### src/rtl/ppu_pkg.sv
// rtl/ppu_pkg.sv - shared PPU types, screen constants and DMG shade table
package ppu_pkg;

  typedef logic [14:0] rgb555_t;

  localparam int LCD_W = 160;
  localparam int LCD_H = 144;

  localparam rgb555_t COLOR_WHITE = 15'h7FFF;

  // Index is the 2-bit DMG shade; 0 is lightest.
  localparam rgb555_t DMG_SHADE [4] = '{15'h7FFF, 15'h5AD6, 15'h294A, 15'h0000};

  typedef enum logic [1:0] {
    FW_IDLE,
    FW_ACTIVE,
    FW_BLANK
  } fw_state_t;

  function automatic rgb555_t dmg_to_rgb(input logic [1:0] shade);
    return DMG_SHADE[shade];
  endfunction

endpackage

### src/rtl/lcd_frame_writer_if.sv
// rtl/lcd_frame_writer_if.sv - framebuffer write port
//   fb_addr  : write address (y*W + x)
//   fb_wdata : RGB555 pixel
//   fb_write : request; a transfer happens when fb_write && fb_ready
//   fb_ready : framebuffer accepts this cycle
interface lcd_frame_writer_if #(
  parameter int ADDR_W = 15
) ();
  import ppu_pkg::*;

  logic [ADDR_W-1:0] fb_addr;
  rgb555_t           fb_wdata;
  logic              fb_write;
  logic              fb_ready;

  modport master (output fb_addr, output fb_wdata, output fb_write, input fb_ready);
  modport slave  (input fb_addr, input fb_wdata, input fb_write, output fb_ready);

endinterface

### src/rtl/lcd_frame_writer_fifo.sv
// rtl/lcd_frame_writer_fifo.sv - small synchronous FIFO for framebuffer writes
//   push/push_data : enqueue (ignored when full)
//   pop            : dequeue head (ignored when empty)
//   head           : oldest entry, forced to zero while empty
//   full/empty     : occupancy flags
module fb_write_fifo #(
  parameter int WIDTH = 30,
  parameter int DEPTH = 4
) (
  input  logic             clk,
  input  logic             reset,
  input  logic             push,
  input  logic [WIDTH-1:0] push_data,
  input  logic             pop,
  output logic [WIDTH-1:0] head,
  output logic             full,
  output logic             empty
);

  localparam int PW = $clog2(DEPTH);

  logic [WIDTH-1:0] mem [DEPTH];
  // Pointers carry one extra wrap bit so full and empty are distinguishable.
  logic [PW:0]      wr_ptr;
  logic [PW:0]      rd_ptr;
  logic             do_push;
  logic             do_pop;

  assign empty   = (wr_ptr == rd_ptr);
  assign full    = (wr_ptr[PW] != rd_ptr[PW]) && (wr_ptr[PW-1:0] == rd_ptr[PW-1:0]);
  assign do_push = push && !full;
  assign do_pop  = pop && !empty;
  assign head    = empty ? '0 : mem[rd_ptr[PW-1:0]];

  always_ff @(posedge clk) begin
    if (!reset) begin
      wr_ptr <= '0;
      rd_ptr <= '0;
    end else begin
      if (do_push) wr_ptr <= wr_ptr + 1'b1;
      if (do_pop)  rd_ptr <= rd_ptr + 1'b1;
    end
  end

  always_ff @(posedge clk) begin
    if (do_push) mem[wr_ptr[PW-1:0]] <= push_data;
  end

endmodule

### src/rtl/lcd_frame_writer.sv
// rtl/lcd_frame_writer.sv - final PPU stage: colour expand, position tracking, framebuffer writes
//   clk, reset    : clock, synchronous active-low reset
//   ppu_enable    : LCD enable; falling edge starts a white fill
//   cgb           : 1 = pixel_color is RGB555, 0 = pixel_color[1:0] is a DMG shade
//   pixel_color   : colour from the colouring stage
//   pixel_valid   : pixel strobe
//   frame_start   : strobe at start of line 0
//   fb            : framebuffer write port (master)
//   frame_done    : pulse after the last pixel of a frame is queued
//   overflow      : sticky, a pixel was dropped on a full queue
module lcd_frame_writer
  import ppu_pkg::*;
#(
  parameter int H_PIXELS   = LCD_W,
  parameter int V_PIXELS   = LCD_H,
  parameter int FIFO_DEPTH = 4,
  parameter int ADDR_W     = 15
) (
  input  logic                clk,
  input  logic                reset,
  input  logic                ppu_enable,
  input  logic                cgb,
  input  rgb555_t             pixel_color,
  input  logic                pixel_valid,
  input  logic                frame_start,
  lcd_frame_writer_if.master  fb,
  output logic                frame_done,
  output logic                overflow
);

  localparam int XW = $clog2(H_PIXELS);
  localparam int YW = $clog2(V_PIXELS);
  localparam logic [XW-1:0]     X_LAST    = XW'(H_PIXELS - 1);
  localparam logic [YW-1:0]     Y_LAST    = YW'(V_PIXELS - 1);
  localparam logic [ADDR_W-1:0] ADDR_LAST = ADDR_W'(H_PIXELS * V_PIXELS - 1);

  fw_state_t         state, state_nxt;
  logic [XW-1:0]     x_q;
  logic [YW-1:0]     y_q;
  logic [ADDR_W-1:0] addr_q;
  logic              en_q;
  logic              en_fall;

  logic [XW-1:0]     x_base, x_adv;
  logic [YW-1:0]     y_base, y_adv;
  logic [ADDR_W-1:0] addr_base, addr_adv;
  logic              line_end, frame_end;

  logic              push;
  logic [ADDR_W-1:0] push_addr;
  rgb555_t           push_color;
  rgb555_t           color_exp;
  logic              full, empty;
  logic [ADDR_W+14:0] head;

  assign en_fall   = en_q && !ppu_enable;
  assign color_exp = cgb ? pixel_color : dmg_to_rgb(pixel_color[1:0]);

  // A frame_start arriving with a pixel places that pixel at the origin.
  assign x_base    = frame_start ? '0 : x_q;
  assign y_base    = frame_start ? '0 : y_q;
  assign addr_base = frame_start ? '0 : addr_q;
  assign line_end  = (x_base == X_LAST);
  assign frame_end = line_end && (y_base == Y_LAST);
  assign x_adv     = line_end ? '0 : x_base + XW'(1);
  assign y_adv     = line_end ? ((y_base == Y_LAST) ? '0 : y_base + YW'(1)) : y_base;
  assign addr_adv  = frame_end ? '0 : addr_base + ADDR_W'(1);

  always_comb begin
    state_nxt  = state;
    push       = 1'b0;
    push_addr  = addr_q;
    push_color = color_exp;
    case (state)
      FW_IDLE: begin
        if (frame_start && ppu_enable) state_nxt = FW_ACTIVE;
      end
      FW_ACTIVE: begin
        if (en_fall) begin
          state_nxt = FW_BLANK;
        end else if (pixel_valid) begin
          push      = !full;
          push_addr = addr_base;
        end
      end
      FW_BLANK: begin
        push       = !full;
        push_color = COLOR_WHITE;
        if (!full && addr_q == ADDR_LAST) state_nxt = FW_IDLE;
      end
      default: state_nxt = FW_IDLE;
    endcase
  end

  always_ff @(posedge clk) begin
    if (!reset) begin
      state      <= FW_IDLE;
      x_q        <= '0;
      y_q        <= '0;
      addr_q     <= '0;
      en_q       <= 1'b0;
      frame_done <= 1'b0;
      overflow   <= 1'b0;
    end else begin
      state      <= state_nxt;
      en_q       <= ppu_enable;
      frame_done <= 1'b0;
      case (state)
        FW_IDLE: begin
          if (frame_start) overflow <= 1'b0;
        end
        FW_ACTIVE: begin
          if (en_fall) begin
            // Fill starts at the origin; position restarts there afterwards too.
            x_q    <= '0;
            y_q    <= '0;
            addr_q <= '0;
          end else if (pixel_valid) begin
            // Dropped pixels still advance so the screen position stays aligned.
            x_q        <= x_adv;
            y_q        <= y_adv;
            addr_q     <= addr_adv;
            frame_done <= !full && frame_end;
            if (full)             overflow <= 1'b1;
            else if (frame_start) overflow <= 1'b0;
          end else if (frame_start) begin
            x_q      <= '0;
            y_q      <= '0;
            addr_q   <= '0;
            overflow <= 1'b0;
          end
        end
        FW_BLANK: begin
          if (!full) addr_q <= (addr_q == ADDR_LAST) ? '0 : addr_q + ADDR_W'(1);
        end
        default: ;
      endcase
    end
  end

  fb_write_fifo #(
    .WIDTH (ADDR_W + 15),
    .DEPTH (FIFO_DEPTH)
  ) u_fifo (
    .clk       (clk),
    .reset     (reset),
    .push      (push),
    .push_data ({push_addr, push_color}),
    .pop       (fb.fb_ready),
    .head      (head),
    .full      (full),
    .empty     (empty)
  );

  assign fb.fb_addr  = head[ADDR_W+14:15];
  assign fb.fb_wdata = head[14:0];
  assign fb.fb_write = !empty;

endmodule

### src/flat_wrapper.sv
// flat-port wrapper written by rule: the top's interface ports become plain ports
module lcd_frame_writer_flat import ppu_pkg::*;
#(
  parameter int H_PIXELS   = LCD_W,
  parameter int V_PIXELS   = LCD_H,
  parameter int FIFO_DEPTH = 4,
  parameter int ADDR_W     = 15
)
  (clk, reset, ppu_enable, cgb, pixel_color, pixel_valid, frame_start, frame_done, overflow, fb_fb_addr, fb_fb_wdata, fb_fb_write, fb_fb_ready);
  lcd_frame_writer_if #(.ADDR_W(ADDR_W)) fb_i ();
  input  logic clk;
  input  logic reset;
  input  logic ppu_enable;
  input  logic cgb;
  input  rgb555_t pixel_color;
  input  logic pixel_valid;
  input  logic frame_start;
  output logic frame_done;
  output logic overflow;
  output wire logic [$bits(fb_i.fb_addr)-1:0] fb_fb_addr;
  output wire logic [$bits(fb_i.fb_wdata)-1:0] fb_fb_wdata;
  output wire logic [$bits(fb_i.fb_write)-1:0] fb_fb_write;
  input wire logic [$bits(fb_i.fb_ready)-1:0] fb_fb_ready;
  assign fb_fb_addr = fb_i.fb_addr;
  assign fb_fb_wdata = fb_i.fb_wdata;
  assign fb_fb_write = fb_i.fb_write;
  assign fb_i.fb_ready = fb_fb_ready;
  lcd_frame_writer #(.H_PIXELS(H_PIXELS), .V_PIXELS(V_PIXELS), .FIFO_DEPTH(FIFO_DEPTH), .ADDR_W(ADDR_W)) u_core (.clk(clk), .reset(reset), .ppu_enable(ppu_enable), .cgb(cgb), .pixel_color(pixel_color), .pixel_valid(pixel_valid), .frame_start(frame_start), .fb(fb_i), .frame_done(frame_done), .overflow(overflow));
endmodule
### config.mk
export PLATFORM = sky130hd
export DESIGN_NAME = lcd_frame_writer_flat
export DESIGN_NICKNAME = d
export VERILOG_FILES = /design/src/rtl/ppu_pkg.sv /design/src/rtl/lcd_frame_writer_if.sv /design/src/rtl/lcd_frame_writer_fifo.sv /design/src/rtl/lcd_frame_writer.sv /design/src/flat_wrapper.sv
export SDC_FILE = /design/constraint.sdc
export NUM_CORES = 1
export LEC_CHECK = 0
export BUFFER_PORTS_ARGS = -buffer_cell sky130_fd_sc_hd__buf_2
export CAP_MARGIN = 20
export CORE_ASPECT_RATIO = 0.75
export CORE_UTILIZATION = 39
export DETAILED_ROUTE_END_ITERATION = 10
export PLACE_DENSITY = 0.58
export SLEW_MARGIN = 5
export SYNTH_ARGS = -nofsm -noshare
export SYNTH_HDL_FRONTEND = slang
export SYNTH_HIERARCHICAL = 1
export SYNTH_SLANG_ARGS = --single-unit
### constraint.sdc
create_clock -name clk -period 7.78 [get_ports clk]
set_clock_uncertainty 0.15 [all_clocks]
set_input_delay 1.167 -clock clk [delete_from_list [all_inputs] [get_ports clk]]
set_output_delay 1.167 -clock clk [all_outputs]
set_load 0.05 [all_outputs]
Yosys cells after proc, flatten, opt, wreduce, memory -nomap -nowiden:

Memories as Yosys holds them, arrays and structs flattened. A register that Yosys moved wholly into a read port is not among the register bits.
Index checks and enable logic that the tools add are counted.

* register bits: 42
* RAM bits: 120
* input port bits: 22
* output and inout bits: 33
* memories: 1

* add/subtract/negate cells: 6
* order comparisons: 1
* eq/ne operators: 13
* multiplexer cells: 41
* bitwise logic cells: 4
* reduce and logical (&&, ||, !) cells: 18

Memory list
* u_core.u_fifo.mem: words 4, bits a word 30, rd ports 1, clocked after Yosys merged registers in 1, wr ports 1, line lcd_frame_writer_fifo.sv:22 `logic [WIDTH-1:0] mem [DEPTH];`

Operator list (number)
* $mux W15: 13
* $mux W8: 9
* $add A15 B1 Y15 const B: 2
* $bmux W15 S2: 1
* $mux W30: 1
* $pmux W15 S2: 1
* $add A8 B1 Y8 const B: 2
* $eq A8 B8 Y1 const B: 2
* $eq A15 B15 Y1 const B: 1
* $mux W2: 5
* $logic_and A1 B1 Y1: 8
* $mux W1: 8
* $add A3 B1 Y3 const B: 2
* $ne A2 B1 Y1 const B: 3
* $pmux W2 S3: 1
* $ne A2 B2 Y1 const B: 2
* $pmux W1 S2: 2
* $reduce_and A2 Y1: 2
* $reduce_bool A2 Y1: 2
* $reduce_or A4 Y1: 1
* $eq A3 B3 Y1: 1
* $ge A3 B3 Y1 const B: 1
* $logic_not A1 Y1: 3
* $not A1 Y1: 3
* other kinds (7): 7

Longest topological paths before layout:

Gate-level depths: netlist (run 1).

* depth after elaboration: 9
* gate-level depth with buffers: 12
* depth with buffers taken out: 9

Hierarchy:

Netlist (run 1), hierarchy kept.

By module, submodules not included
* fb_write_fifo: instances 1, cells each 258, area each 5133.7 um^2
* lcd_frame_writer: instances 1, cells each 394, area each 2877.8 um^2

Worst setup path after synthesis (run 1):

OpenSTA, ideal clock, no wires.

* path type: input-to-reg
* from: input pixel_valid
* to: memory u_core.u_fifo.mem[3][0] (enable)
* setup time: 0.417 ns
* data arrival time: 3.778 ns
* data required time: 7.213 ns
* slack: 3.435 ns
* stages: 7
* buffers on the path: 1
* cell sequence: clkbuf_2 inv_1 nor3_1 nor2_1 nor3b_1 nand2_1 nor2_1

* longest elaborated chain between the ends: 6

Ends and longest elaborated chain
* start: declaration: line flat_wrapper.sv:16 `input logic pixel_valid;`
* $mux W1: line lcd_frame_writer.sv:81 `end else if (pixel_valid) begin`
* $mux W1: line lcd_frame_writer.sv:79 `if (en_fall) begin`
* $pmux W1 S2: line lcd_frame_writer.sv:74 `case (state)`
* net u_core.push: line lcd_frame_writer.sv:49 `logic push;`
* $logic_and A1 B1 Y1: line lcd_frame_writer_fifo.sv:31 `assign do_push = push && !full;`
* $mux W1: line lcd_frame_writer_fifo.sv:46 `if (do_push) mem[wr_ptr[PW-1:0]] <= push_data;`
* $mux W1 (not written as such): line lcd_frame_writer_fifo.sv:46
* end: declaration: line lcd_frame_writer_fifo.sv:22

The timed path passes the listed nets, and every way through them passes these cells.

Final worst setup path (run 1):

* from: register u_core.state[1]
* to: memory u_core.u_fifo.mem[2][4] (enable)

* longest elaborated chain between the ends: 5

Ends and longest elaborated chain
* start: declaration: line lcd_frame_writer.sv:37 `fw_state_t state, state_nxt;`
* start signal: assignment: line lcd_frame_writer.sv:105 `state <= state_nxt;`
* $eq A2 B2 Y1 or $eq A2 B1 Y1 (tied branches): line lcd_frame_writer.sv:74
* $pmux W1 S2 *: line lcd_frame_writer.sv:74
* net u_core.push: line lcd_frame_writer.sv:49
* $logic_and A1 B1 Y1 *: line lcd_frame_writer_fifo.sv:31
* $mux W1 *: line lcd_frame_writer_fifo.sv:46
* $mux W1 (not written as such) *: line lcd_frame_writer_fifo.sv:46

Mark *: on every way through the listed nets, which the timed path passes. The rest lies on a longest branch.

==> impl_metrics.tcl, run 1 <==
set metrics [dict create \
    pwr-share-comb 0.237 \
    grt_overflow 0 \
    syn_inst 652 \
    timing.final.crit_share 0.5572 \
    port_buffers 54 \
    synth.area.mux_share 0.09058 \
    synth_edf_count 120 \
    dp_hpwl_microns 11390 \
    grt_pass1_vias 5316 \
    grt_usage 0.1750 \
    synth.cell_area_sq_um 8011 \
    crit_start "u_core/state[1]" \
    p_seq_frac 0.410 \
    drt_iter0_drc 330 \
    cp_slowest_cell "nor3_1" \
    total_power_w 0.002447 \
    fp-row-count 45 \
    die_h_microns 126.1 \
    powerDensity_nw_per_um2 268.7 \
    cts_tree "yes" \
    cts_made_buffers 17 \
    nets 730 \
    outcome "completed" \
    clock_power_share 0.353 \
    yosysWarnings 6 \
    synth_cell_types 72 \
    ys_ff_latch 164 \
    end_kind "flop" \
    wl_per_cell_microns 18.17 \
    synth_xor_area_frac 0.01734 \
    slew_violations 0 \
    syn_avg_cell_area_sq_um 12.29 \
    total_leakage_power_nw 3.171 \
    clk_path_buf_depth 2 \
    dieArea_sq_um 21130 \
    arrival_ns 4.28 \
    final.setup.tns_ns 0 \
    peakVddDrop_mv 0.1817 \
    worst_pin_slew_ns 0.8337 \
    path_max_fanout 21 \
    whs_ns 0.3682 \
    cts_max_level 4 \
    synth-compound-area-share 0.1089 \
    synthSimpleGateAreaFrac 0.1730 \
    synthArstFlopShare 0 \
    place.gp.congestion 0.8024 \
    internal-power_w 0.001655 \
    synthFlopType "edfxtp_1" \
    required_ns 7.72 \
    first_pass_iters 5 \
    clockRootBuffer "clkbuf_16" \
    worstPathCellList "inv_1, ha_1, inv_2, nor3_1, nor2_1, nor3b_1, inv_1, a31oi_1, and2_1, buf_4" \
    drc 0 \
    dpl-instance-area_sq_um 8496 \
    cts_resized 0 \
    rsz0062_at_grt "false" \
    grt_pass1_wl_microns 28590 \
    synthAdderAreaFrac 0.01874 \
    via_per_inst 5.583 \
    hold_viol 0 \
    dr_total_vias 5399 \
    fmax_ghz 0.2307 \
    postRouteAntennaNets 0 \
    n_antenna_cell 0 \
    grt_max_degree 34 \
    setup_violations 0 \
    cts_setup_buffers 0 \
    path_class "flop to flop" \
    p_sw_frac 0.3236 \
    p_switching_w 0.0007919 \
    period_minus_slack_ns 4.335 \
    final_util 0.4518 \
    max_slew_margin 0.4442 \
    antenna_found_initial 0 \
    holdCritPathClass "flop to flop" \
    clk_latency_ns 0.43 \
    cap_violations 0 \
    clk_pin_slew_ns 0.07 \
    cts.hold.buffers_added 0 \
    critPathMostFrequentCell "inv_1" \
    initial_utilization 0.3975 \
    critPathMaxStageDelay_ns 0.69 \
    area_delta_synth_final_pct 13.68 \
    critPathLaunchType "flop" \
    r2r_start "u_core/state[1]" \
    die_w_microns 167.5 \
    drive_gt1_frac 0.2116 \
    num_io_pins 55 \
    syn_nets 686 \
    wl_microns 17570 \
    design_area_sq_um 9107 \
    core_sq_um 20160 \
    hold_start "u_core/y_q[7]" \
    clock-sinks 164 \
    synth_top_family_by_area "simple AND/OR/NAND/NOR gates" \
    yosysSeqAreaShare 0.5597 \
]
[metrics by stage]
step | worst slack (ns) | cells
2_1_floorplan | 3.435 | 652
4_1_cts | 3.451 | 967
5_1_grt | 2.991 | 967
6_report | 3.445 | 967
3_5_place_dp | 3.193 | 935
3_3_place_gp | 3.244 | 935
[worst max-delay path: cells and delay by family, from the launching register on]
family                   cells  cell delay [ns]
AND/OR/NAND/NOR              4             1.79
buffers and inverters        4             0.86
adder cells (fa/ha/maj)      1             0.64
flip-flops                   1             0.33
AO/OA/AOI/OAI                1             0.23
[synthesized netlist by cell type (all sizes together) (10+ instances only)]
cell      n  area, sq um
edfxtp  120         3603
dfxtp    44        880.8
nor2b    44        297.8
nand2    40        150.1
nor2     34        127.6
mux4     30        675.7
and2     26        162.7
a21oi    25        125.1
clkbuf   24        91.33
o21ai    22        110.1
nand3    19        95.09
inv      17        63.81
nor3     16        100.1
nand2b   15        93.84
buf      14        95.09
a21o     13        97.59
ha       12        150.1
xnor2    10        87.58
[routing by layer]
layer  routed length [microns]  GRT usage  up-vias  share of wire
met4                       161    0.04803        0         0.0092
met5                         0          0        -              0
li1                          -          -     2560              -
met1                      8472     0.2486     2667           0.48
met2                      7968     0.2730      159           0.45
met3                       967    0.03457       13          0.055
[power by group through the flow]
stage	registers, W	logic (W)	clock network, W
final	0.00100	0.000581	0.000863
after global routing	0.00101	0.000628	0.000920
after CTS	0.00100	0.000584	0.000888
after detailed placement	0.00102	0.000583	0
after global placement	0.00102	0.000574	0
after floorplan	0.00101	0.000451	0
[layout by cell type, fill, tap and decap left out, drive strengths merged, types with 4 or more instances in the layout]
| cell type | instances |
|---|---|
| a22oi | 4 |
| edfxtp | 120 |
| nor2b | 44 |
| o22ai | 7 |
| nand3b | 7 |
| and2 | 26 |
| nor4 | 8 |
| clkbuf | 18 |
| nand4 | 9 |
| inv | 27 |
| nand2 | 40 |
| buf | 63 |
| mux4 | 30 |
| nor3 | 16 |
| xor2 | 5 |
| a211o | 6 |
| mux2i | 5 |
| ha | 12 |
| o211ai | 4 |
| dfxtp | 44 |
| a21oi | 25 |
| nand2b | 15 |
| a31oi | 7 |
| nor2 | 34 |
| xnor2 | 10 |
| a41oi | 5 |
| or2 | 4 |
| o21ai | 22 |
| and3 | 6 |
| nand3 | 19 |
| o21a | 7 |
| a21o | 13 |
[cell families (layout without fill, tap and decap cells)]
family                   count (synthesis)  in the layout
AO/OA/AOI/OAI                          128            128
XOR/XNOR                                15             15
buffers and inverters                   56            113
multiplexers                            35             35
flip-flops                             164            164
AND/OR/NAND/NOR                        242            242
adder cells (fa/ha/maj)                 12             12
[worst paths after layout]
| kind | slack [ns] | endpoint | cells past startpoint |
|---|---|---|---|
| max | 3.44 | u_core/u_fifo/mem[2][4] | 10 |
| min | 0.37 | u_core/y_q[7] | 1 |
| max reg2reg | 3.44 | u_core/u_fifo/mem[2][4] | 10 |
| min reg2reg | 0.37 | u_core/y_q[7] | 1 |
[flip-flops by register name, summed over array words and instances, names as in the netlist, named ones only]
register / flops
u_core/u_fifo/wr_ptr: 3
u_core/u_fifo/rd_ptr: 3
u_core/addr_q: 15
u_core/u_fifo/mem: 120
u_core/state: 2
u_core/x_q: 8
u_core/frame_done: 1
u_core/overflow: 1
u_core/en_q: 1
u_core/y_q: 8
[area by class of cell]
cell class,instances,area [sq um]
Fill cell,1834,11050
Sequential cell,164,4486
Multi-Input combinational cell,432,3282
Clock buffer,18,429.2
Timing Repair Buffer,63,337.8
Tap cell,258,322.8
Clock inverter,14,182.7
Inverter,18,67.56
Power figures use the tool's default switching activity.
==> run 2, diff against run 1 <==
- ABC_AREA: default -> 1
- PLACE_DENSITY: 0.58 -> 0.57
- clock period: 7.78 -> 4.3 ns (I/O delays scaled with it)
==> impl_metrics.tcl, run 2 <==
set metrics [dict create \
    outcome "completed" \
    die_h_microns 128.5 \
    fp-row-count 45 \
    die_w_microns 170.6 \
    end_kind "flop" \
    timing.final.crit_share 0.7503 \
    final.setup.tns_ns 0 \
    hold_start "ppu_enable" \
    antenna_found_initial 0 \
    cts_max_level 4 \
    synth-compound-area-share 0.1119 \
    yosysWarnings 6 \
    cts_resized 0 \
    final_common_cell "nand2_1" \
    peakVddDrop_mv 0.2946 \
    ff2ff_path_depth 9 \
    worstPathCellList "inv_1, ha_1, inv_2, nor2_2, nand3_1, a21boi_0, nand2_1, nor2_4, buf_4" \
    path_max_fanout 30 \
    cts.hold.buffers_added 0 \
    cp_slowest_cell "a21boi_0" \
    total_leakage_power_nw 3.799 \
    initial_utilization 0.4047 \
    yosysSeqAreaShare 0.5392 \
    yosys.cell_count.top_type "nand2_1" \
    synth_edf_count 120 \
    drc 0 \
    synthArstFlopShare 0 \
    hold_viol 0 \
    clockRootBuffer "clkbuf_16" \
    internal-power_w 0.003561 \
    wl_per_cell_microns 15.09 \
    first_pass_iters 5 \
    yosys.area.top_type "edfxtp_1" \
    grt_overflow 0 \
    clk_pin_slew_ns 0.07 \
    clk_latency_ns 0.43 \
    syn_nets 1002 \
    dr_total_vias 6527 \
    synthAdderAreaFrac 0.01805 \
    clk_path_buf_depth 2 \
    cts_setup_buffers 0 \
    via_per_inst 5.002 \
    p_switching_w 0.003165 \
    ys_ff_latch 164 \
    grt_max_degree 61 \
    critPathLaunchType "flop" \
    synthFlopType "edfxtp_1" \
    reg2reg_to "u_core/u_fifo/mem[1][26]" \
    place.gp.congestion 0.8851 \
    largest_reg_flops 120 \
    powerDensity_nw_per_um2 718.8 \
    synth.area.mux_share 0 \
    cts_tree "yes" \
    syn_inst 968 \
    clock_power_share 0.229 \
    path_class "flop to flop" \
    required_ns 4.22 \
    clock-sinks 164 \
    dp_hpwl_microns 12660 \
    hold_depth 3 \
    max_slew_margin 0.2927 \
    synth_cell_types 43 \
    slew_violations 0 \
    core_sq_um 20550 \
    synthSimpleGateAreaFrac 0.2345 \
    area_delta_synth_final_pct 12.52 \
    fmax_ghz 0.3100 \
    worst_pin_slew_ns 1.061 \
    holdCritPathClass "input pin to flop" \
    grt_pass1_wl_microns 31580 \
    wl_microns 19690 \
    setup_violations 0 \
    p_sw_frac 0.4706 \
    drive_gt1_frac 0.1408 \
    hold_path_end "u_core/en_q" \
    arrival_ns 3.15 \
    dieArea_sq_um 21920 \
    pwr-share-comb 0.439 \
    rsz0062_at_grt "false" \
    synth_area_leaders "edfxtp_1 43%, dfxtp_1 11%, nand2_1 8.0%" \
    yosysTopAreaCellShare 0.4333 \
    netlist_top_cells_count "178 x nand2_1, 173 x nor2_1, 120 x edfxtp_1" \
    grt_pass1_vias 5851 \
    p_seq_frac 0.332 \
    port_buffers 54 \
    nets 1044 \
    period_minus_slack_ns 3.226 \
    postRouteAntennaNets 0 \
    grt_usage 0.1875 \
    num_io_pins 55 \
    synth.cell_area_sq_um 8317 \
    synth_xor_area_frac 0.009478 \
    total_power_w 0.006726 \
    r2r_start "u_core/state[1]" \
    critPathMaxStageDelay_ns 0.58 \
    synth_top_family_by_area "simple AND/OR/NAND/NOR gates" \
    layout_common_cells "178 x nand2_1, 170 x nor2_1, 120 x edfxtp_1, 104 x inv_1, 81 x o21ai_0" \
    cap_violations 0 \
    drt_iter0_drc 589 \
    n_antenna_cell 0 \
    cts_made_buffers 17 \
    syn_avg_cell_area_sq_um 8.592 \
    reg2reg_slack_ns 1.07 \
]
-- run 2: final cells by class --
| class | count | area (sq um) |
|---|---|---|
| Sequential cell | 164 | 4487 |
| Tap cell | 282 | 352.8 |
| Clock buffer | 17 | 425.4 |
| Multi-Input combinational cell | 649 | 3133 |
| Fill cell | 2013 | 11190 |
| Clock inverter | 15 | 178.9 |
| Timing Repair Buffer | 64 | 345.3 |
| Inverter | 114 | 435.4 |
-- run 2: power groups by stage --
stage / Combinational [W] / Sequential [W] / Clock, W
final: 0.00295 / 0.00223 / 0.00154
after global routing: 0.00326 / 0.00226 / 0.00165
after CTS: 0.00296 / 0.00223 / 0.00158
after detailed placement: 0.00295 / 0.00226 / 0
after global placement: 0.00294 / 0.00226 / 0
after floorplan: 0.00239 / 0.00216 / 0
-- run 2: critical path, delay by kind of cell (launching register included) --
kind            cells  cell delay [ns]
buf+inv             3             0.69
flops               1             0.31
compound gates      1             0.58
simple gates        4             0.93
fa+ha+maj           1             0.20
-- run 2: logic make-up (layout without fill, tap and decap cells) --
logic type,count (synthesis),count (layout)
buffers and inverters,155,210
AOI/OAI and AO/OA,178,178
xor gates and xnor gates,9,9
adders and majority gates,12,12
and+or+nand+nor,450,450
DFF,164,164
-- run 2: worst max path at each step --
stage                            startpoint                  endpoint  slack (ns)
floorplan           u_core/u_fifo/wr_ptr[0]   u_core/u_fifo/mem[0][0]        0.91
global placement            u_core/state[1]   u_core/u_fifo/mem[1][8]        1.21
detailed placement          u_core/state[1]  u_core/u_fifo/mem[1][12]        1.06
CTS                         u_core/state[1]   u_core/u_fifo/mem[1][4]        1.04
global route                u_core/state[1]   u_core/u_fifo/mem[2][4]        0.73
finish                      u_core/state[1]  u_core/u_fifo/mem[1][26]        1.07
-- run 2: stage by stage --
stage	area [sq um]	hold slack (ns)	worst slack, ns	utilization	instances
floorplan	8317	0.2944	0.9124	-	968
global placement	8753	0.3086	1.208	0.4259	1273
detailed placement	8753	0.3111	1.056	0.4259	1273
CTS	9358	0.2728	1.039	0.4553	1305
global route	9358	0.3242	0.7269	0.4553	1305
finish	9358	0.2907	1.074	0.4553	1305
-- run 2: per-layer routing --
metal | global-route usage | routed length, microns | up-vias | part of all wire
li1 | - | - | 3295 | -
met1 | 0.2855 | 10160 | 3041 | 0.52
met2 | 0.2670 | 8256 | 181 | 0.42
met3 | 0.03414 | 1136 | 10 | 0.058
met4 | 0.05882 | 128 | 0 | 0.0065
met5 | 0 | 0 | - | 0
